<file path="config.mk">
export PLATFORM = sky130hd
export DESIGN_NAME = rect_fill_engine_flat
export DESIGN_NICKNAME = d
export VERILOG_FILES = /design/src/rtl/gfx_pkg.sv /design/src/rtl/rect_fill_engine_if.sv /design/src/rtl/rect_raster_counter.sv /design/src/rtl/rect_fill_engine.sv /design/src/flat_wrapper.sv
export SDC_FILE = /design/constraint.sdc
export NUM_CORES = 1
export LEC_CHECK = 0
export ABC_AREA = 1
export CORE_MARGIN = 3
export CORE_UTILIZATION = 50
export CTS_CLUSTER_DIAMETER = 100
export CTS_CLUSTER_SIZE = 16
export DETAILED_ROUTE_END_ITERATION = 8
export GPL_TIMING_DRIVEN = 0
export PLACE_DENSITY_LB_ADDON = 0.25
export SETUP_SLACK_MARGIN = 0.3
export SLEW_MARGIN = 15
export SYNTH_ARGS = -nofsm -noshare
export SYNTH_HDL_FRONTEND = slang
export SYNTH_SLANG_ARGS = --single-unit
</file>
<file path="constraint.sdc">
create_clock -name clk_pix -period 4.9 [get_ports clk_pix]
set_input_delay 0.98 -clock clk_pix [delete_from_list [all_inputs] [get_ports clk_pix]]
set_output_delay 0.98 -clock clk_pix [all_outputs]
set_load 0.005 [all_outputs]
</file>
<file path="src/rtl/gfx_pkg.sv">
// Shared graphics types and display geometry for the drawing engines.
package gfx_pkg;

    localparam int CORDW       = 10;
    localparam int COLORW      = 4;
    localparam int DISP_WIDTH  = 640;
    localparam int DISP_HEIGHT = 480;

    typedef logic [CORDW-1:0]  coord_t;
    typedef logic [COLORW-1:0] color_t;

    typedef struct packed {
        coord_t x0;
        coord_t y0;
        coord_t x1;
        coord_t y1;
        color_t color;
        logic   wait_flip;
    } rect_cmd_t;

    typedef enum logic [2:0] {
        ST_IDLE,
        ST_SETUP,
        ST_WAIT_FLIP,
        ST_DRAW,
        ST_DONE
    } rect_state_e;

    function automatic coord_t clip_to(input coord_t v, input coord_t lim);
        return (v > lim) ? lim : v;
    endfunction

endpackage

</file>
<file path="src/rtl/rect_fill_engine_if.sv">
// Command handshake, flip pulse and pixel write port of rect_fill_engine.
interface rect_fill_engine_if;
    import gfx_pkg::*;

    logic   cmd_valid;
    logic   cmd_ready;
    coord_t cmd_x0;
    coord_t cmd_y0;
    coord_t cmd_x1;
    coord_t cmd_y1;
    color_t cmd_color;
    logic   cmd_wait_flip;
    logic   display_flip;

    coord_t wx;
    coord_t wy;
    color_t wc;
    logic   we;
    logic   busy;
    logic   done;

    modport master (
        output cmd_valid, cmd_x0, cmd_y0, cmd_x1, cmd_y1, cmd_color, cmd_wait_flip,
               display_flip,
        input  cmd_ready, wx, wy, wc, we, busy, done
    );

    modport slave (
        input  cmd_valid, cmd_x0, cmd_y0, cmd_x1, cmd_y1, cmd_color, cmd_wait_flip,
               display_flip,
        output cmd_ready, wx, wy, wc, we, busy, done
    );

endinterface

</file>
<file path="src/rtl/rect_raster_counter.sv">
// Raster-order x/y walker over an already clipped, non-empty rectangle.
module rect_raster_counter
    import gfx_pkg::*;
(
    input  logic   clk_pix,
    input  logic   rst,
    input  logic   load,
    input  logic   advance,
    input  coord_t x0,
    input  coord_t y0,
    input  coord_t cx1,
    input  coord_t cy1,
    output coord_t x,
    output coord_t y,
    output logic   last
);

    coord_t x_start;
    coord_t x_end;
    coord_t y_end;

    // NOTE: non-blocking assignments so every register samples pre-edge values.
    always_ff @(posedge clk_pix or posedge rst) begin
        if (rst) begin
            x       <= '0;
            y       <= '0;
            x_start <= '0;
            x_end   <= '0;
            y_end   <= '0;
        end else if (load) begin
            x       <= x0;
            y       <= y0;
            x_start <= x0;
            x_end   <= cx1;
            y_end   <= cy1;
        end else if (advance) begin
            if (x == x_end) begin
                x <= x_start;
                y <= y + coord_t'(1);
            end else begin
                x <= x + coord_t'(1);
            end
        end
    end

    assign last = (x == x_end) && (y == y_end);

endmodule

</file>
<file path="src/rtl/rect_fill_engine.sv">
// Filled-rectangle engine: accepts a command, clips it to the display and
// streams one pixel write per clock in raster order.
module rect_fill_engine
    import gfx_pkg::*;
(
    input logic          clk_pix,
    input logic          rst,
    rect_fill_engine_if.slave bus
);

    localparam coord_t X_MAX = coord_t'(DISP_WIDTH - 1);
    localparam coord_t Y_MAX = coord_t'(DISP_HEIGHT - 1);

    rect_state_e state;
    rect_state_e state_next;
    rect_cmd_t   cmd;
    coord_t      cx1;
    coord_t      cy1;
    logic        empty;
    logic        accept;
    logic        cnt_load;
    logic        cnt_advance;
    logic        cnt_last;

    assign accept = bus.cmd_valid && bus.cmd_ready;

    assign cx1   = clip_to(cmd.x1, X_MAX);
    assign cy1   = clip_to(cmd.y1, Y_MAX);
    assign empty = (cmd.x0 > cx1) || (cmd.y0 > cy1) || (cmd.x0 > X_MAX) || (cmd.y0 > Y_MAX);

    // NOTE: every output of this block gets a default first, so no latch is inferred.
    always_comb begin
        state_next  = state;
        cnt_load    = 1'b0;
        cnt_advance = 1'b0;
        unique case (state)
            ST_IDLE:      if (accept) state_next = ST_SETUP;
            ST_SETUP: begin
                if (empty)              state_next = ST_DONE;
                else if (cmd.wait_flip) state_next = ST_WAIT_FLIP;
                else                    state_next = ST_DRAW;
            end
            ST_WAIT_FLIP: if (bus.display_flip) state_next = ST_DRAW;
            ST_DRAW: begin
                cnt_advance = !cnt_last;
                if (cnt_last) state_next = ST_DONE;
            end
            ST_DONE:      state_next = ST_IDLE;
            default:      state_next = ST_IDLE;
        endcase
        // Load on entry to DRAW only, so wx/wy keep their last values while waiting.
        cnt_load = (state != ST_DRAW) && (state_next == ST_DRAW);
    end

    // Status outputs are registered from the next state so they line up with it.
    always_ff @(posedge clk_pix or posedge rst) begin
        if (rst) begin
            state         <= ST_IDLE;
            cmd           <= '0;
            bus.cmd_ready <= 1'b1;
            bus.busy      <= 1'b0;
            bus.done      <= 1'b0;
            bus.we        <= 1'b0;
            bus.wc        <= '0;
        end else begin
            state         <= state_next;
            bus.cmd_ready <= (state_next == ST_IDLE);
            bus.busy      <= (state_next != ST_IDLE);
            bus.done      <= (state_next == ST_DONE);
            bus.we        <= (state_next == ST_DRAW);
            if (accept) begin
                cmd <= '{x0: bus.cmd_x0, y0: bus.cmd_y0, x1: bus.cmd_x1, y1: bus.cmd_y1,
                         color: bus.cmd_color, wait_flip: bus.cmd_wait_flip};
            end
            if (cnt_load) bus.wc <= cmd.color;
        end
    end

    rect_raster_counter u_counter (
        .clk_pix (clk_pix),
        .rst     (rst),
        .load    (cnt_load),
        .advance (cnt_advance),
        .x0      (cmd.x0),
        .y0      (cmd.y0),
        .cx1     (cx1),
        .cy1     (cy1),
        .x       (bus.wx),
        .y       (bus.wy),
        .last    (cnt_last)
    );

endmodule

</file>
<file path="src/flat_wrapper.sv">
// flat-port wrapper written by rule: the top's interface ports become plain ports
module rect_fill_engine_flat import gfx_pkg::*;
  (clk_pix, rst, bus_cmd_valid, bus_cmd_x0, bus_cmd_y0, bus_cmd_x1, bus_cmd_y1, bus_cmd_color, bus_cmd_wait_flip, bus_display_flip, bus_cmd_ready, bus_wx, bus_wy, bus_wc, bus_we, bus_busy, bus_done);
  rect_fill_engine_if bus_i ();
  input logic clk_pix;
  input logic rst;
  input wire logic [$bits(bus_i.cmd_valid)-1:0] bus_cmd_valid;
  input wire logic [$bits(bus_i.cmd_x0)-1:0] bus_cmd_x0;
  input wire logic [$bits(bus_i.cmd_y0)-1:0] bus_cmd_y0;
  input wire logic [$bits(bus_i.cmd_x1)-1:0] bus_cmd_x1;
  input wire logic [$bits(bus_i.cmd_y1)-1:0] bus_cmd_y1;
  input wire logic [$bits(bus_i.cmd_color)-1:0] bus_cmd_color;
  input wire logic [$bits(bus_i.cmd_wait_flip)-1:0] bus_cmd_wait_flip;
  input wire logic [$bits(bus_i.display_flip)-1:0] bus_display_flip;
  output wire logic [$bits(bus_i.cmd_ready)-1:0] bus_cmd_ready;
  output wire logic [$bits(bus_i.wx)-1:0] bus_wx;
  output wire logic [$bits(bus_i.wy)-1:0] bus_wy;
  output wire logic [$bits(bus_i.wc)-1:0] bus_wc;
  output wire logic [$bits(bus_i.we)-1:0] bus_we;
  output wire logic [$bits(bus_i.busy)-1:0] bus_busy;
  output wire logic [$bits(bus_i.done)-1:0] bus_done;
  assign bus_i.cmd_valid = bus_cmd_valid;
  assign bus_i.cmd_x0 = bus_cmd_x0;
  assign bus_i.cmd_y0 = bus_cmd_y0;
  assign bus_i.cmd_x1 = bus_cmd_x1;
  assign bus_i.cmd_y1 = bus_cmd_y1;
  assign bus_i.cmd_color = bus_cmd_color;
  assign bus_i.cmd_wait_flip = bus_cmd_wait_flip;
  assign bus_i.display_flip = bus_display_flip;
  assign bus_cmd_ready = bus_i.cmd_ready;
  assign bus_wx = bus_i.wx;
  assign bus_wy = bus_i.wy;
  assign bus_wc = bus_i.wc;
  assign bus_we = bus_i.we;
  assign bus_busy = bus_i.busy;
  assign bus_done = bus_i.done;
  rect_fill_engine u_core (.clk_pix(clk_pix), .rst(rst), .bus(bus_i));
endmodule
</file>
==> impl_summary.txt, run 1 <==
----------------------------------------------------
[Setup path]
  Critical Path Start ... u_core.cmd[22]$_DFFE_PP0P_
  Data arrival time of the worst path ... between 3 and 4 ns
  R2r worst-path depth ... 17
  Worst setup path endpoint ... u_core.u_counter.y[2]$_DFFE_PP0P_
  Slowest-stage cell, CP ... sky130_fd_sc_hd__dfrtp_1
  Critical Path Sink Type ... flop
  Most prevalent standard cell on the critical path ... sky130_fd_sc_hd__nand2_1
  Bufs and invs on worst path ... 2
  Cell-by-cell trace of the critical path ... o21ai_0, inv_1, nor2_1, ha_1, nand2_1, nand2_1, nand2_1, nand2_1, nand2_1, nand3_1, a21oi_1, nand4_1, nand2_2, clkbuf_1, nand4_1, nand2_1, nand2_1
  Setup Crit Path Kind ... flop to flop
  Worst path required time ... 5.16 ns
  Register-to-Register Setup Slack ... around 1.9 ns
  Largest stage delay on the critical path ... ~0.40 ns
  Kind of cell adding the most delay to the critical path ... simple AND/OR/NAND/NOR gates
  Crit path max fanout ... 10
  Total number of cells along the worst setup path ... 17
  Endpoint of the lowest-slack register-to-register path ... u_core.u_counter.y[2]$_DFFE_PP0P_
  Startpoint of the worst-slack reg-to-reg timing path ... u_core.cmd[22]$_DFFE_PP0P_
  Nature of the critical path startpoint ... flop

[Yosys]
  Syn avg cell area ... about 9.2 um^2
  Dominant combinational cell family by area after synthesis ... simple AND/OR/NAND/NOR gates
  Number of instances in the synthesized netlist ... 590
  Share of synthesized area spent on multiplexers ... under 10%
  Post-synth top flop ... sky130_fd_sc_hd__dfrtp_1
  Most used standard cell by instance count after synthesis ... sky130_fd_sc_hd__nand2_1
  Post-Syn Nets ... between 600 and 700
  Share of the synthesized area in the top cell type ... 48.6%
  Synth area leader ... sky130_fd_sc_hd__dfrtp_1
  XOR/XNOR share of the synthesized area ... 3.40%
  Synthesized cell area ... between 5000 and 6000 um^2
  Area fraction in compound gates after synthesis ... a little under 7%
  Distinct cell type count after synthesis ... 37
  EDFF count, synth ... 0
  Top post-synthesis cells by area ... sky130_fd_sc_hd__dfrtp_1 (49%), sky130_fd_sc_hd__nand2_1 (9.4%), sky130_fd_sc_hd__mux2_2 (7.9%)
  Basic-gate share of the synthesized area counting and, or, nand and nor cells ... roughly 21%
  Seq/Total Area, Yosys ... roughly half
  Register bit total from synthesis ... approximately 110
  Adder-cell area share of the yosys netlist ... ~5%
  Yosys warning total ... 0
  Top cells by instance count after synthesis ... sky130_fd_sc_hd__nand2_1 (136), sky130_fd_sc_hd__dfrtp_1 (105), sky130_fd_sc_hd__inv_1 (48), sky130_fd_sc_hd__nor2_1 (48), sky130_fd_sc_hd__nand3_1 (39)
  Proportion of register bits with asynchronous set or reset after synthesis ... 100%

[Die]
  Height of the die ... approximately 110 um
  Core area ... 10,400 um^2
  I/O pins ... slightly below 80
  Width of the die ... around 110 um
  Starting Density ... approximately half
  Total die area ... between 10,000 and 15,000 um^2
  # rows ... 37

[Clock network]
  Clock transition at path regs ... 0.09 ns
  Clock net sink count ... 106
  Cell chosen for the clock root ... sky130_fd_sc_hd__clkbuf_8
  Skew-Pair Late Insertion Delay ... around 0.36 ns
  Maximum clock insertion buffer count ... 2
  Number of buffers created by CTS ... 9
  Setup Buffers After CTS ... 0
  CTS Hold Buffers Added ... 0
  H-tree depth ... 3
  CTS tree ... built
  Post-CTS resize count ... 0

[Global routing]
  Initial antenna violation count ... 0
  Combined global-route utilization of all metal layers ... 22.8%
  Global route overflow ... 0
  Pin count of the biggest net entering global routing ... 83
  Wire length of the first global-routing pass ... roughly 22,000 um
  Via count of the first global-routing pass ... approximately 4,400

[Min path]
  Worst hold-check path type ... flop to flop
  Start point of the worst min-delay path ... u_core.cmd[2]$_DFFE_PP0P_

[STA]
  Slew of the pin with the lowest slew margin ... roughly 0.57 ns
  Final Hold Fails ... 0
  Final total negative setup slack ... 0 ns
  Total count of max-transition violations in the final report ... 0
  Unrepaired setup endpoints after global routing ... no
  Final setup fails ... 0
  Headroom to the max-slew limit ... 62.3%
  Fin crit period ... 3.04 ns
  Hold WS ... between 0.4 and 0.5 ns
  Fin Clk Skew ... between 0.008 and 0.009 ns
  Maximum operating frequency ... approximately 330 MHz
  Tcrit/Tclk final ... between 60% and 70%

[Placement]
  Half-perimeter wire length of the detailed placement result ... between 9000 and 10,000 um
  Global placement routability congestion ... approximately 0.89
  Port Buf Inserts ... 76

[Route]
  Via count normalized by instance count ... around 5.3
  Initial DRC Count ... 244
  Remaining antenna violation count after routing ... 0
  First drt pass iteration count ... 5
  Via total after detailed routing ... ~4,400
  WL per Instance ... approximately 15 um
  Residual DRC ... 0
  Wire length reported by the detailed router ... between 10,000 and 15,000 um

[Layout]
  Syn-to-layout area delta ... 21.8%
  Antenna diode instance count ... 0
  Total Nets Final ... about 750
  Layout cell share with drive strength beyond 1 ... roughly an eighth
  Number of fill cells in the layout ... roughly 880

[Pwr]
  Power per standard cell area ... approximately 600 nW/um^2
  Reported leakage power ... 3.14 nW
  Register share of total power ... between 40 and 50%
  Power Internal ... approximately 0.0024 W
  Gate power share ... roughly 43%
  Power spent charging and discharging nets ... between 0.0015 and 0.002 W
  Share of total power consumed by net switching ... between 30% and 40%
  Clock network fraction of design power ... between 10 and 15%
  Max VDD drop ... about 0.26 mV

[Run status]
  Outcome ... finished clean

[Job]
  Number of maximum-capacitance violations ... 0

----------------------------------------------------
==> registers in the layout, indices dropped and copies added, names as in the netlist, 3 cells and up <==
register and flops:
u_core.u_counter.x_end 10, u_core.u_counter.y 10, u_core.bus.wc 4, u_core.state 3
u_core.u_counter.y_end 10, u_core.u_counter.x 10, u_core.u_counter.x_start 10, u_core.cmd 45
==> layout make-up <==
type | count | area (um^2) | area share (%)
Sequential cell | 106 | 2650 | 40.3
Multi-Input combinational cell | 409 | 2420 | 36.7
Timing Repair Buffer | 77 | 788 | 12.0
Inverter | 53 | 204 | 3.09
Clock buffer | 15 | 186 | 2.83
Tap cell | 136 | 170 | 2.58
Buffer | 22 | 139 | 2.11
Clock inverter | 1 | 30.0 | 0.456
==> layer usage <==
| metal | up-vias | wire (um) | global-route usage [%] |
|---|---|---|---|
| li1 | 2116 | - | - |
| met1 | 2082 | 5750 | 31.8 |
| met2 | 138 | 5940 | 36.0 |
| met3 | 14 | 835 | 5.01 |
| met4 | 0 | 157 | 6.41 |
| met5 | - | 0 | 0 |
==> cell families (layout without fill, tap and decap cells) <==
kind of cell    Yosys count  in the layout
simple gates            260            260
buf+inv                  75            168
mux                      38             38
flops                   106            106
compound gates           67             67
other cells               1              1
xor+xnor                 21             21
fa+ha+maj                22             22
==> power groups by stage <==
stage          Combinational, W  Clock, W  Sequential (W)
6_report                0.00170  0.000580         0.00166
5_1_grt                 0.00194  0.000628         0.00173
4_1_cts                 0.00171  0.000593         0.00166
3_5_place_dp            0.00170         0         0.00168
3_3_place_gp            0.00160         0         0.00166
2_1_floorplan           0.00116         0         0.00157
==> worst min-delay path by stage <==
stage | slack (ns) | endpoint | cells past startpoint
after global placement | 0.44 | u_core.bus.wc[1]$_DFFE_PP0P_ | 2
final | 0.48 | u_core.bus.wc[1]$_DFFE_PP0P_ | 2
after detailed placement | 0.46 | u_core.bus.wc[2]$_DFFE_PP0P_ | 2
after floorplan | 0.44 | u_core.bus.wc[0]$_DFFE_PP0P_ | 2
after global routing | 0.52 | u_core.bus.wc[1]$_DFFE_PP0P_ | 2
after CTS | 0.48 | u_core.bus.wc[1]$_DFFE_PP0P_ | 2
==> worst register-to-register path, delay by kind of cell (launching register included) <==
| family | cells | cell delay (ns) |
|---|---|---|
| AND/OR/NAND/NOR | 12 | 1.15 |
| adder cells (fa/ha/maj) | 1 | 0.28 |
| buffers and inverters | 2 | 0.54 |
| AO/OA/AOI/OAI | 2 | 0.58 |
| flip-flops | 1 | 0.40 |
==> layout by cell type (no fill, tap or decap), types with 2 or more instances in the layout <==
master                              n
sky130_fd_sc_hd__o31ai_1            2
sky130_fd_sc_hd__nand2_2            2
sky130_fd_sc_hd__inv_2              5
sky130_fd_sc_hd__o21ai_1           10
sky130_fd_sc_hd__nand3_2            8
sky130_fd_sc_hd__buf_2              8
sky130_fd_sc_hd__dfrtp_1          105
sky130_fd_sc_hd__a21oi_1           15
sky130_fd_sc_hd__xnor2_1            8
sky130_fd_sc_hd__nor2_1            48
sky130_fd_sc_hd__o211ai_1           6
sky130_fd_sc_hd__buf_8              2
sky130_fd_sc_hd__xor2_1            13
sky130_fd_sc_hd__nand2_1          136
sky130_fd_sc_hd__mux2_2            38
sky130_fd_sc_hd__clkbuf_8          13
sky130_fd_sc_hd__clkdlybuf4s50_1   76
sky130_fd_sc_hd__nand3_1           39
sky130_fd_sc_hd__o21ai_0           29
sky130_fd_sc_hd__inv_1             47
sky130_fd_sc_hd__buf_6              3
sky130_fd_sc_hd__nand4_1           17
sky130_fd_sc_hd__nor3_1             3
sky130_fd_sc_hd__or2_2              2
sky130_fd_sc_hd__ha_1              22
sky130_fd_sc_hd__clkbuf_1          10
==> per-stage QoR <==
step	cells	instance area, um^2	utilization [%]	setup slack, ns	power, W
detailed placement	803	6370	61.2	1.77	0.00337
CTS	819	6590	63.3	1.90	0.00396
global route	819	6590	63.3	1.46	0.00430
finish	819	6590	63.3	1.86	0.00394
floorplan	590	5410	-	1.13	0.00273
global placement	802	6340	60.9	-0.298	0.00326
Note: power is estimated with default switching activity, not from simulation.
==> run 2, diff against run 1 <==
==> constraint.sdc (replaced) <==
create_clock -name clk_pix -period 3.2 [get_ports clk_pix]
set_input_delay 0.64 -clock clk_pix [delete_from_list [all_inputs] [get_ports clk_pix]]
set_output_delay 0.64 -clock clk_pix [all_outputs]
set_load 0.005 [all_outputs]
==> run 2 against run 1 <==
  * First-iteration DRC count down 34%
  * Clock power rose by 34%
  * Design area rose by 1.2%
  * Global-route usage fell by 1.1 points
  * Critical endpoint is now u_core.u_counter.y[5]$_DFFE_PP0P_
  * Largest cell class unchanged
==> impl_summary.txt, run 2 (synthesis gave the netlist of run 1 again) <==
----------------------------------------------------
[Die]
  Total die area ... 12,100 um^2 (unchanged)
  I/O pins ... 77 (unchanged)
  # rows ... 37 (unchanged)
  Height of the die ... 110 um (unchanged)
  Starting Density ... 52.0% (unchanged)
  Core area ... 10,400 um^2 (unchanged)
  Width of the die ... 110 um (unchanged)

[Setup path]
  Data arrival time of the worst path ... 2.95 ns (-0.35 ns)
  Cell-by-cell trace of the critical path ... o21ai_2, buf_4, nand2_1, ha_1, nand2_1, nand2_1, a21oi_1, nand3_2, a21oi_4, nand4_1, nand2_2, nand3_4, buf_8, buf_8, nand3_2, nand3_1
  Nature of the critical path startpoint ... flop
  Slowest-stage cell, CP ... sky130_fd_sc_hd__dfrtp_1
  Bufs and invs on worst path ... 3 (+1)
  Startpoint of the worst-slack reg-to-reg timing path ... u_core.cmd[23]$_DFFE_PP0P_
  Largest stage delay on the critical path ... 0.41 ns (about the same)
  Crit path max fanout ... 10 (unchanged)
  Critical Path Start ... u_core.cmd[23]$_DFFE_PP0P_
  Critical Path Sink Type ... flop
  Setup Crit Path Kind ... flop to flop
  Kind of cell adding the most delay to the critical path ... simple AND/OR/NAND/NOR gates
  Most prevalent standard cell on the critical path ... sky130_fd_sc_hd__nand2_1
  Worst path required time ... 3.46 ns (-1.70 ns)

[STA]
  Headroom to the max-slew limit ... 47.9% (-14 points)
  Maximum operating frequency ... 372 MHz (+13%)
  Fin crit period ... 2.69 ns (-0.351 ns)
  Hold WS ... 0.480 ns (-0.000358 ns)
  Final total negative setup slack ... 0 ns (unchanged)
  Final setup fails ... 0 (unchanged)
  Tcrit/Tclk final ... 84.1% (+22 points)
  Slew of the pin with the lowest slew margin ... 0.779 ns (+0.214 ns)
  Unrepaired setup endpoints after global routing ... no
  Fin Clk Skew ... 0.00826 ns (-0.0000117 ns)
  Total count of max-transition violations in the final report ... 0 (unchanged)
  Final Hold Fails ... 0 (unchanged)

[Global routing]
  Pin count of the biggest net entering global routing ... 38 (-54%)
  Initial antenna violation count ... 0 (unchanged)
  Via count of the first global-routing pass ... 4,064 (-7.3%)
  Combined global-route utilization of all metal layers ... 21.8% (-1.1 points)
  Global route overflow ... 0 (unchanged)
  Wire length of the first global-routing pass ... 20,200 um (-6.0%)

[Layout]
  Layout cell share with drive strength beyond 1 ... 15.4% (+2.4 points)
  Syn-to-layout area delta ... 23.2%
  Top register by number of flip-flops ... u_core.cmd
  Antenna diode instance count ... 0 (unchanged)
  Flip-flop count of the largest register, all copies and words added ... 45 (unchanged)
  Total Nets Final ... 754 (+0.67%)
  Commonest non-fill, non-tap cell in the layout ... sky130_fd_sc_hd__nand2_1
  Leading cell types in the layout, fill and taps excluded ... sky130_fd_sc_hd__nand2_1 (135), sky130_fd_sc_hd__dfrtp_1 (105), sky130_fd_sc_hd__clkdlybuf4s50_1 (76)
  Number of fill cells in the layout ... 857 (-2.2%)

[Placement]
  Half-perimeter wire length of the detailed placement result ... 9510 um (-2.2%)
  Global placement routability congestion ... 0.910 (+1.8%)
  Port Buf Inserts ... 76 (unchanged)

[Clock network]
  Skew-Pair Late Insertion Delay ... 0.37 ns (about the same)
  Clock transition at path regs ... 0.10 ns (about the same)
  Clock net sink count ... 106 (unchanged)
  Maximum clock insertion buffer count ... 2 (unchanged)
  H-tree depth ... 3 (unchanged)
  Cell chosen for the clock root ... sky130_fd_sc_hd__clkbuf_8
  CTS tree ... built
  Number of buffers created by CTS ... 9 (unchanged)

[Job]
  Number of maximum-capacitance violations ... 0 (unchanged)

[Pwr]
  Max VDD drop ... 0.455 mV (+77%)
  Power per standard cell area ... 903 nW/um^2 (+51%)
  Reported leakage power ... 3.16 nW (+0.70%)

[Route]
  Residual DRC ... 0 (unchanged)
  WL per Instance ... 15.0 um (-3.1%)
  First drt pass iteration count ... 5 (unchanged)
  Remaining antenna violation count after routing ... 0 (unchanged)
  Via count normalized by instance count ... 5.31 (about the same)
  Via total after detailed routing ... 4,375 (+0.57%)
  Wire length reported by the detailed router ... 12,400 um (-2.5%)
  Initial DRC Count ... 162 (-34%)

[Min path]
  Worst hold-check path type ... flop to flop
  Start point of the worst min-delay path ... u_core.cmd[2]$_DFFE_PP0P_

[Run status]
  Outcome ... finished clean

----------------------------------------------------
==> run 2: power by group <==
| part | leakage, nW | internal [W] | total, W | switching, W |
|---|---|---|---|---|
| registers | 1.26 | 0.00197 | 0.00256 | 0.000590 |
| logic | 1.81 | 0.00134 | 0.00268 | 0.00134 |
| clock network | 0.0965 | 0.000346 | 0.000779 | 0.000434 |
==> run 2: cell type report <==
type	instances	area, um^2	area share, %
timing repair buffer	82	843	12.6
sequential	106	2650	39.8
multi-input combinational	409	2470	37.0
clock inverter	2	10.0	0.150
tap	136	170	2.55
inverter	53	205	3.08
buffer	22	145	2.18
clock buffer	14	173	2.59
==> run 2: tightest hold or removal path: stages, from the launching register on <==
cell and delay [ns]:
sky130_fd_sc_hd__dfrtp_1 0.35, sky130_fd_sc_hd__nand2_1 0.05, sky130_fd_sc_hd__nand2_1 0.05
==> run 2: metal layers <==
layer  vias up  GRT usage, %  share of wire, %
met5         -             0                 0
met4         0          7.39               1.4
met3        14          4.02               5.8
met2       127          32.7                45
met1      2098          31.8                48
li1       2136             -                 -
==> run 2: final timing paths <==
| path | endpoint | slack (ns) | depth (start not counted) |
|---|---|---|---|
| worst max-delay path | u_core.u_counter.y[5]$_DFFE_PP0P_ | 0.51 | 16 |
| worst min-delay path | u_core.bus.wc[1]$_DFFE_PP0P_ | 0.48 | 2 |
| worst max register to register | u_core.u_counter.y[5]$_DFFE_PP0P_ | 0.51 | 16 |
| worst min register to register | u_core.bus.wc[1]$_DFFE_PP0P_ | 0.48 | 2 |
| max in group asynchronous | u_core.bus.cmd_ready$_DFF_PP1_ | 1.49 | 4 |
| min in group asynchronous | u_core.cmd[18]$_DFFE_PP0P_ | 0.74 | 2 |
==> run 2: per-stage QoR <==
stage / util [%] / std cells / power [W] / worst slack (ns) / instance area [um^2]
finish: 64.0 / 824 / 0.00602 / 0.508 / 6670
global route: 64.0 / 824 / 0.00655 / 0.301 / 6670
CTS: 63.1 / 820 / 0.00592 / 0.390 / 6570
detailed placement: 61.3 / 804 / 0.00513 / 0.218 / 6390
global placement: 60.9 / 802 / 0.00499 / 0.303 / 6350
floorplan: - / 590 / 0.00418 / 0.738 / 5420
==> run 2: timing repair <==
action / 4_1_cts / 5_1_grt
resized for setup: 3 / 16
hold buffers: 0 / 0
pin swaps: 0 / 5
endpoints found under the hold margin: 0 / 0
setup endpoints to repair: 39 / 54
setup buffers: 0 / 4
==> run 3, diff against run 2 <==
==> constraint.sdc (replaced) <==
create_clock -name clk_pix -period 2.8 [get_ports clk_pix]
set_input_delay 0.56 -clock clk_pix [delete_from_list [all_inputs] [get_ports clk_pix]]
set_output_delay 0.56 -clock clk_pix [all_outputs]
set_load 0.005 [all_outputs]
==> run 3 against run 2 <==
  * The flow now finishes with violations (setup timing)
  * Final cell count grew 1.7%
  * Clock power up 17%
  * Wire length rose by 16%
  * Fmax shrank 4.3%
==> impl_summary.txt, run 3 (synthesis gave the netlist of run 1 again) <==
----------------------------------------------------
[Run status]
  Outcome ... complete, but fails checks
  Violations in the final reports ... setup timing

[Min path]
  Hold Path Stages ... 2 (unchanged)
  Worst hold-check path type ... flop to flop

[Global routing]
  Global route overflow ... 0 (unchanged)
  Pin count of the biggest net entering global routing ... 38 (unchanged)
  Via count of the first global-routing pass ... 4,356 (+7.2%)
  Wire length of the first global-routing pass ... 21,500 um (+6.2%)
  Combined global-route utilization of all metal layers ... 23.2% (+1.5 points)
  Initial antenna violation count ... 0 (unchanged)

[Setup path]
  Setup Crit Path Kind ... flop to flop
  Critical Path Sink Type ... flop
  R2r worst-path depth ... 15 (-1)
  Data arrival time of the worst path ... 3.09 ns (+0.14 ns)
  Nature of the critical path startpoint ... flop
  Worst path required time ... 3.08 ns (-0.38 ns)
  Crit path max fanout ... 7 (-3)

[Pwr]
  Reported leakage power ... 3.39 nW (+7.1%)
  Register share of total power ... 38.9% (-3.7 points)
  Power per standard cell area ... 1070 nW/um^2 (+18%)
  Overall power of the completed layout ... 0.00776 W (+29%)
  Power Internal ... 0.00456 W (+25%)
  Share of total power consumed by net switching ... 41.2% (+2.0 points)
  Gate power share ... 49.3% (+4.8 points)
  Clock network fraction of design power ... 11.8% (-1.1 points)
  Power spent charging and discharging nets ... 0.00320 W (+36%)
  Max VDD drop ... 0.582 mV (+28%)

[Die]
  Core area ... 10,400 um^2 (unchanged)
  # rows ... 37 (unchanged)
  Total die area ... 12,100 um^2 (unchanged)
  Starting Density ... 52.0% (unchanged)
  Height of the die ... 110 um (unchanged)
  Width of the die ... 110 um (unchanged)
  I/O pins ... 77 (unchanged)

[STA]
  Final setup fails ... 13 (+13)
  Tcrit/Tclk final ... 100% (+16 points)
  Total count of max-transition violations in the final report ... 0 (unchanged)
  Final total negative setup slack ... -0.0829 ns (-0.0829 ns)
  Slew of the pin with the lowest slew margin ... 0.757 ns (-0.0227 ns)
  Fin Clk Skew ... 0.0114 ns (+0.00313 ns)
  Fin crit period ... 2.81 ns (+0.121 ns)
  Headroom to the max-slew limit ... 49.5% (+1.5 points)
  Maximum operating frequency ... 356 MHz (-4.3%)
  Setup WS post-layout ... -0.0129 ns (-0.521 ns)
  Final Hold Fails ... 0 (unchanged)
  Unrepaired setup endpoints after global routing ... yes

[Clock network]
  Cell chosen for the clock root ... sky130_fd_sc_hd__clkbuf_8
  Number of buffers created by CTS ... 9 (unchanged)
  CTS tree ... built
  Clock net sink count ... 106 (unchanged)
  CTS Hold Buffers Added ... 0 (unchanged)
  Maximum clock insertion buffer count ... 2 (unchanged)
  H-tree depth ... 3 (unchanged)
  Clock transition at path regs ... 0.10 ns (about the same)
  Skew-Pair Late Insertion Delay ... 0.38 ns (about the same)

[Route]
  Wire length reported by the detailed router ... 14,400 um (+16%)
  Via count normalized by instance count ... 5.45 (+2.6%)
  WL per Instance ... 17.2 um (+15%)
  Remaining antenna violation count after routing ... 0 (unchanged)
  Initial DRC Count ... 293 (+81%)
  First drt pass iteration count ... 5 (unchanged)
  Via total after detailed routing ... 4,563 (+4.3%)
  Residual DRC ... 0 (unchanged)

[Job]
  Number of maximum-capacitance violations ... 0 (unchanged)

[Placement]
  Port Buf Inserts ... 76 (unchanged)
  Global placement routability congestion ... 0.910 (unchanged)
  Half-perimeter wire length of the detailed placement result ... 9510 um (unchanged)

[Layout]
  Leading cell types in the layout, fill and taps excluded ... sky130_fd_sc_hd__dfrtp_1 (105), sky130_fd_sc_hd__nand2_1 (103), sky130_fd_sc_hd__clkdlybuf4s50_1 (76)
  Commonest non-fill, non-tap cell in the layout ... sky130_fd_sc_hd__dfrtp_1
  Number of fill cells in the layout ... 757 (-12%)
  Flip-flop count of the largest register, all copies and words added ... 45 (unchanged)
  Post-layout utilization of the core ... 69.7% (+5.7 points)
  Antenna diode instance count ... 0 (unchanged)
  Syn-to-layout area delta ... 34.2%
  Layout cell share with drive strength beyond 1 ... 27.1% (+12 points)
  Top register by number of flip-flops ... u_core.cmd
  Total Nets Final ... 768 (+1.9%)

----------------------------------------------------
-- run 3: cell types whose count changed in the layout (fill, tap and decap cells not counted), moves of 5 or more --
cell / delta
sky130_fd_sc_hd__nand2_2: +26
sky130_fd_sc_hd__buf_4: +5
sky130_fd_sc_hd__nor2_1: -5
sky130_fd_sc_hd__buf_6: +8
sky130_fd_sc_hd__o21ai_0: -14
sky130_fd_sc_hd__ha_4: +5
sky130_fd_sc_hd__ha_1: -5
sky130_fd_sc_hd__nand2_4: +6
sky130_fd_sc_hd__o21ai_2: +10
sky130_fd_sc_hd__nand3_2: +12
sky130_fd_sc_hd__nand2_1: -32
sky130_fd_sc_hd__nand3_1: -13
sky130_fd_sc_hd__nor2_4: +6
-- run 3: repair_timing --
item	in CTS	in global routing
setup endpoints to repair	59	58
pin swaps	10	18
setup buffers	9	4
endpoints found under the hold margin	0	0
resized for setup	90	60
gates cloned	2	3
-- run 3: power groups by stage --
| stage | clock network [W] | registers (W) | logic, W |
|---|---|---|---|
| after detailed placement | 0 | 0.00293 | 0.00293 |
| final | 0.000913 | 0.00302 | 0.00383 |
| after global routing | 0.000988 | 0.00311 | 0.00422 |
| after CTS | 0.000909 | 0.00295 | 0.00328 |
| after floorplan | 0 | 0.00275 | 0.00202 |
| after global placement | 0 | 0.00290 | 0.00280 |
-- run 3: metal layers --
| layer | track usage [%] | vias up | part of all wire, % | wire, um |
|---|---|---|---|---|
| met2 | 35.6 | 156 | 48 | 6850 |
| met1 | 32.4 | 2213 | 44 | 6310 |
| met5 | 0 | - | 0 | 0 |
| met3 | 5.30 | 31 | 6.3 | 913 |
| li1 | - | 2163 | - | - |
| met4 | 8.46 | 0 | 2.3 | 331 |
-- run 3: final cells by class --
cell class | instances | area [um^2] | area share, %
multi-input cells | 409 | 2820 | 38.8
plain buffers | 22 | 198 | 2.72
clock inverters | 2 | 10.0 | 0.138
well taps | 136 | 170 | 2.34
flip-flops and latches | 106 | 2650 | 36.5
repair buffers | 96 | 1020 | 14.1
clock buffers | 14 | 173 | 2.38
inverters | 53 | 220 | 3.03
-- run 3: critical path: stages, from the launching register on --
cell and delay (ns):
sky130_fd_sc_hd__dfrtp_1 0.42, sky130_fd_sc_hd__o21ai_4 0.26, sky130_fd_sc_hd__clkinv_4 0.19, sky130_fd_sc_hd__nor2_4 0.18
sky130_fd_sc_hd__ha_4 0.14, sky130_fd_sc_hd__nand2_2 0.06, sky130_fd_sc_hd__nor2_4 0.14, sky130_fd_sc_hd__nand4_1 0.20
sky130_fd_sc_hd__a21oi_4 0.26, sky130_fd_sc_hd__nand4_1 0.15, sky130_fd_sc_hd__nand2_2 0.14, sky130_fd_sc_hd__nand3_4 0.10
sky130_fd_sc_hd__buf_8 0.18, sky130_fd_sc_hd__clkbuf_16 0.16, sky130_fd_sc_hd__nand2_1 0.06, sky130_fd_sc_hd__nand2_1 0.05
-- run 3: path summary, 6_finish.rpt --
| path | slack (ns) | endpoint | startpoint |
|---|---|---|---|
| hold reg to reg | 0.48 | u_core.bus.wc[1]$_DFFE_PP0P_ | u_core.cmd[2]$_DFFE_PP0P_ |
| max in group asynchronous | 1.20 | u_core.bus.cmd_ready$_DFF_PP1_ | rst |
| min in group asynchronous | 0.64 | u_core.cmd[21]$_DFFE_PP0P_ | rst |
| hold / removal | 0.48 | u_core.bus.wc[1]$_DFFE_PP0P_ | u_core.cmd[2]$_DFFE_PP0P_ |
| setup reg to reg | -0.01 | u_core.bus.wc[2]$_DFFE_PP0P_ | u_core.cmd[22]$_DFFE_PP0P_ |
| setup / recovery | -0.01 | u_core.bus.wc[2]$_DFFE_PP0P_ | u_core.cmd[22]$_DFFE_PP0P_ |
-- run 3: per-stage QoR --
| stage | area (um^2) | hold WS (ns) | worst slack, ns | std cells |
|---|---|---|---|---|
| 3_3_place_gp | 6350 | 0.445 | -0.0609 | 802 |
| 4_1_cts | 6930 | 0.481 | 0.246 | 831 |
| 3_5_place_dp | 6390 | 0.461 | -0.182 | 804 |
| 2_1_floorplan | 5420 | 0.436 | 0.338 | 590 |
| 6_report | 7260 | 0.478 | -0.0129 | 838 |
| 5_1_grt | 7260 | 0.504 | -0.152 | 838 |
==> RTL edit: new RTL, settings of run 2 <==
Set the package constant `CORDW` to 5 (it was 10).
--- a/src/rtl/gfx_pkg.sv
+++ b/src/rtl/gfx_pkg.sv
@@ -1,7 +1,7 @@
 // Shared graphics types and display geometry for the drawing engines.
 package gfx_pkg;
 
-    localparam int CORDW       = 10;
+    localparam int CORDW       = 5;
     localparam int COLORW      = 4;
     localparam int DISP_WIDTH  = 640;
     localparam int DISP_HEIGHT = 480;
Ports: changed (6 resized); port bits go from 77 to 47. The function was not compared with the original's and may differ.
==> RTL edit against run 2 <==
Wire length shrank 52%; sequential cell count shrank 45; utilization grew 1.0 points; setup slack gained 260 ps; area after synthesis shrank 45%; synthesized cell count shrank 46%; non-clock buffer count shrank 51; count of clock-buffer cells in the layout shrank 2; cell area shrank 45%; total power shrank 36%; sequential power shrank 43%; fmax grew 10%; critical path type is now input pin to register; largest power group unchanged.
==> RTL edit: results (changes against run 2) <==
- Slew headroom: 0.5237 (+0.04432)
- # port buffers: 46 (-39%)
- # fillers: 493 (-42%)
- Logic pwr share: 0.485 (+0.040)
- Pre-Repair DR Iteration Count: 4 (-1)
- Setup crit end: u_core.bus.wc[2]$_DFFE_PP0P_
- Met3 routed WL: 286 µm (-60%)
- Netlist cell types: 28 (-24%)
- Routed via count: 2,256 (-48%)
- GPL Wtd Cong: 0.8683 (-4.6%)
- Maximum vdd drop: 0.0004552 V (+0.10%)
- CP peak stage delay: 460 ps (+50 ps)
- WHS: 462.6 ps (-17.53 ps)
- Global-route wire length before repair: 10,490 µm (-48%)
- Largest reg by FF count: u_core.cmd
- Place WS: 443.1 ps (+225.3 ps)
- Worst setup startpoint: bus_cmd_valid
- RR Startpoint: u_core.bus.cmd_ready$_DFF_PP1_
- Via density: 5.002 (-5.8%)
- Antenna violations before repair: 0 (unchanged)
- Skew-Pair Late Insertion Delay: 330 ps (-40 ps)
- Max reg flops: 25 (-44%)
- Placed Cells incl. Taps: 439 (-45%)
- Placed cell areas: 3533 µm² (-45%)
- Hold path endpoint: u_core.bus.wc[3]$_DFFE_PP0P_
- Area contributors post-synth: dfrtp_1, nand2_1, mux2_2
- Final Skew: 5.555 ps (-2.703 ps)
- Int Power: 0.002279 W (-38%)
- Top delay family on crit path: buffers and inverters
- Worst-path clk slew: 60 ps (-40 ps)
- Static Leak: 1.786 nW (-43%)
- Min-delay src: u_core.cmd[4]$_DFFE_PP0P_
- Grt met1 use: 0.2531 (-0.06485)
- HPWL after detailed placement: 4416 µm (-54%)
- Pin count of the biggest net entering global routing: 62 (+63%)
- Power Clock: 0.000521 W (-33%)
- Critical Path AT: 2700 ps (-250 ps)
- Worst reg-to-reg path cell count: 9 (-7)
- Status: finished, final reports clean
- Post-synth net total: 362 (-45%)
- Synth top cells by count: nand2_1, dfrtp_1, inv_1
- Share of cells above drive strength 1: 0.1135 (-0.04061)
- Worst R2R Setup Slack: 1020 ps (+510 ps)
- Cts repair resizes: 0 (-3)
- DR WL met2: 2740 µm (-51%)
- Min cycle time layout: 2436 ps (-255.3 ps)
- WL/cell: 13.25 µm (-12%)
- Total track usage: 0.1902 (-0.02742)
- Initial drt markers: 101 (-38%)
- CP max stage cell: clkdlybuf4s50_1
- Final nets: 419 (-44%)
- Highest metal used: met4
- Syn avg cell area: 9.285 µm² (+1.2%)
- Clock share of power: 0.136 (+0.007)
- WL met1: 2821 µm (-52%)
- Register area share after synthesis: 0.5126 (+0.02219)
- GR Util met3: 0.03968 (-0.0005038)
- Grt met2 use: 0.2945 (-0.03266)
## RTL edit: changes by cell type after synthesis, moves of 10 or more
cell and delta:
o21ai_0 -17, dfrtp_1 -45, nor2_1 -33, mux2_2 -24
nand4_1 -11, nand3_1 -17, ha_1 -10, nand2_1 -53
## RTL edit: cell type report
cell class / count / area (µm²) / share of cell area
Buffer: 7 / 41.29 / 0.01126
Clock buffer: 12 / 135.1 / 0.03684
Inverter: 42 / 162.7 / 0.04434
Multi-Input combinational cell: 211 / 1251 / 0.3411
Sequential cell: 61 / 1528 / 0.4164
Tap cell: 72 / 90.09 / 0.02456
Timing Repair Buffer: 46 / 460.4 / 0.1255
## RTL edit: cell families after synthesis
family | after synthesis | share of synthesized area
compound gates | 36 | 0.07011
xor+xnor | 11 | 0.03232
fa+ha+maj | 12 | 0.05038
buf+inv | 49 | 0.06759
flops | 61 | 0.5126
mux | 14 | 0.05290
simple gates | 138 | 0.2141
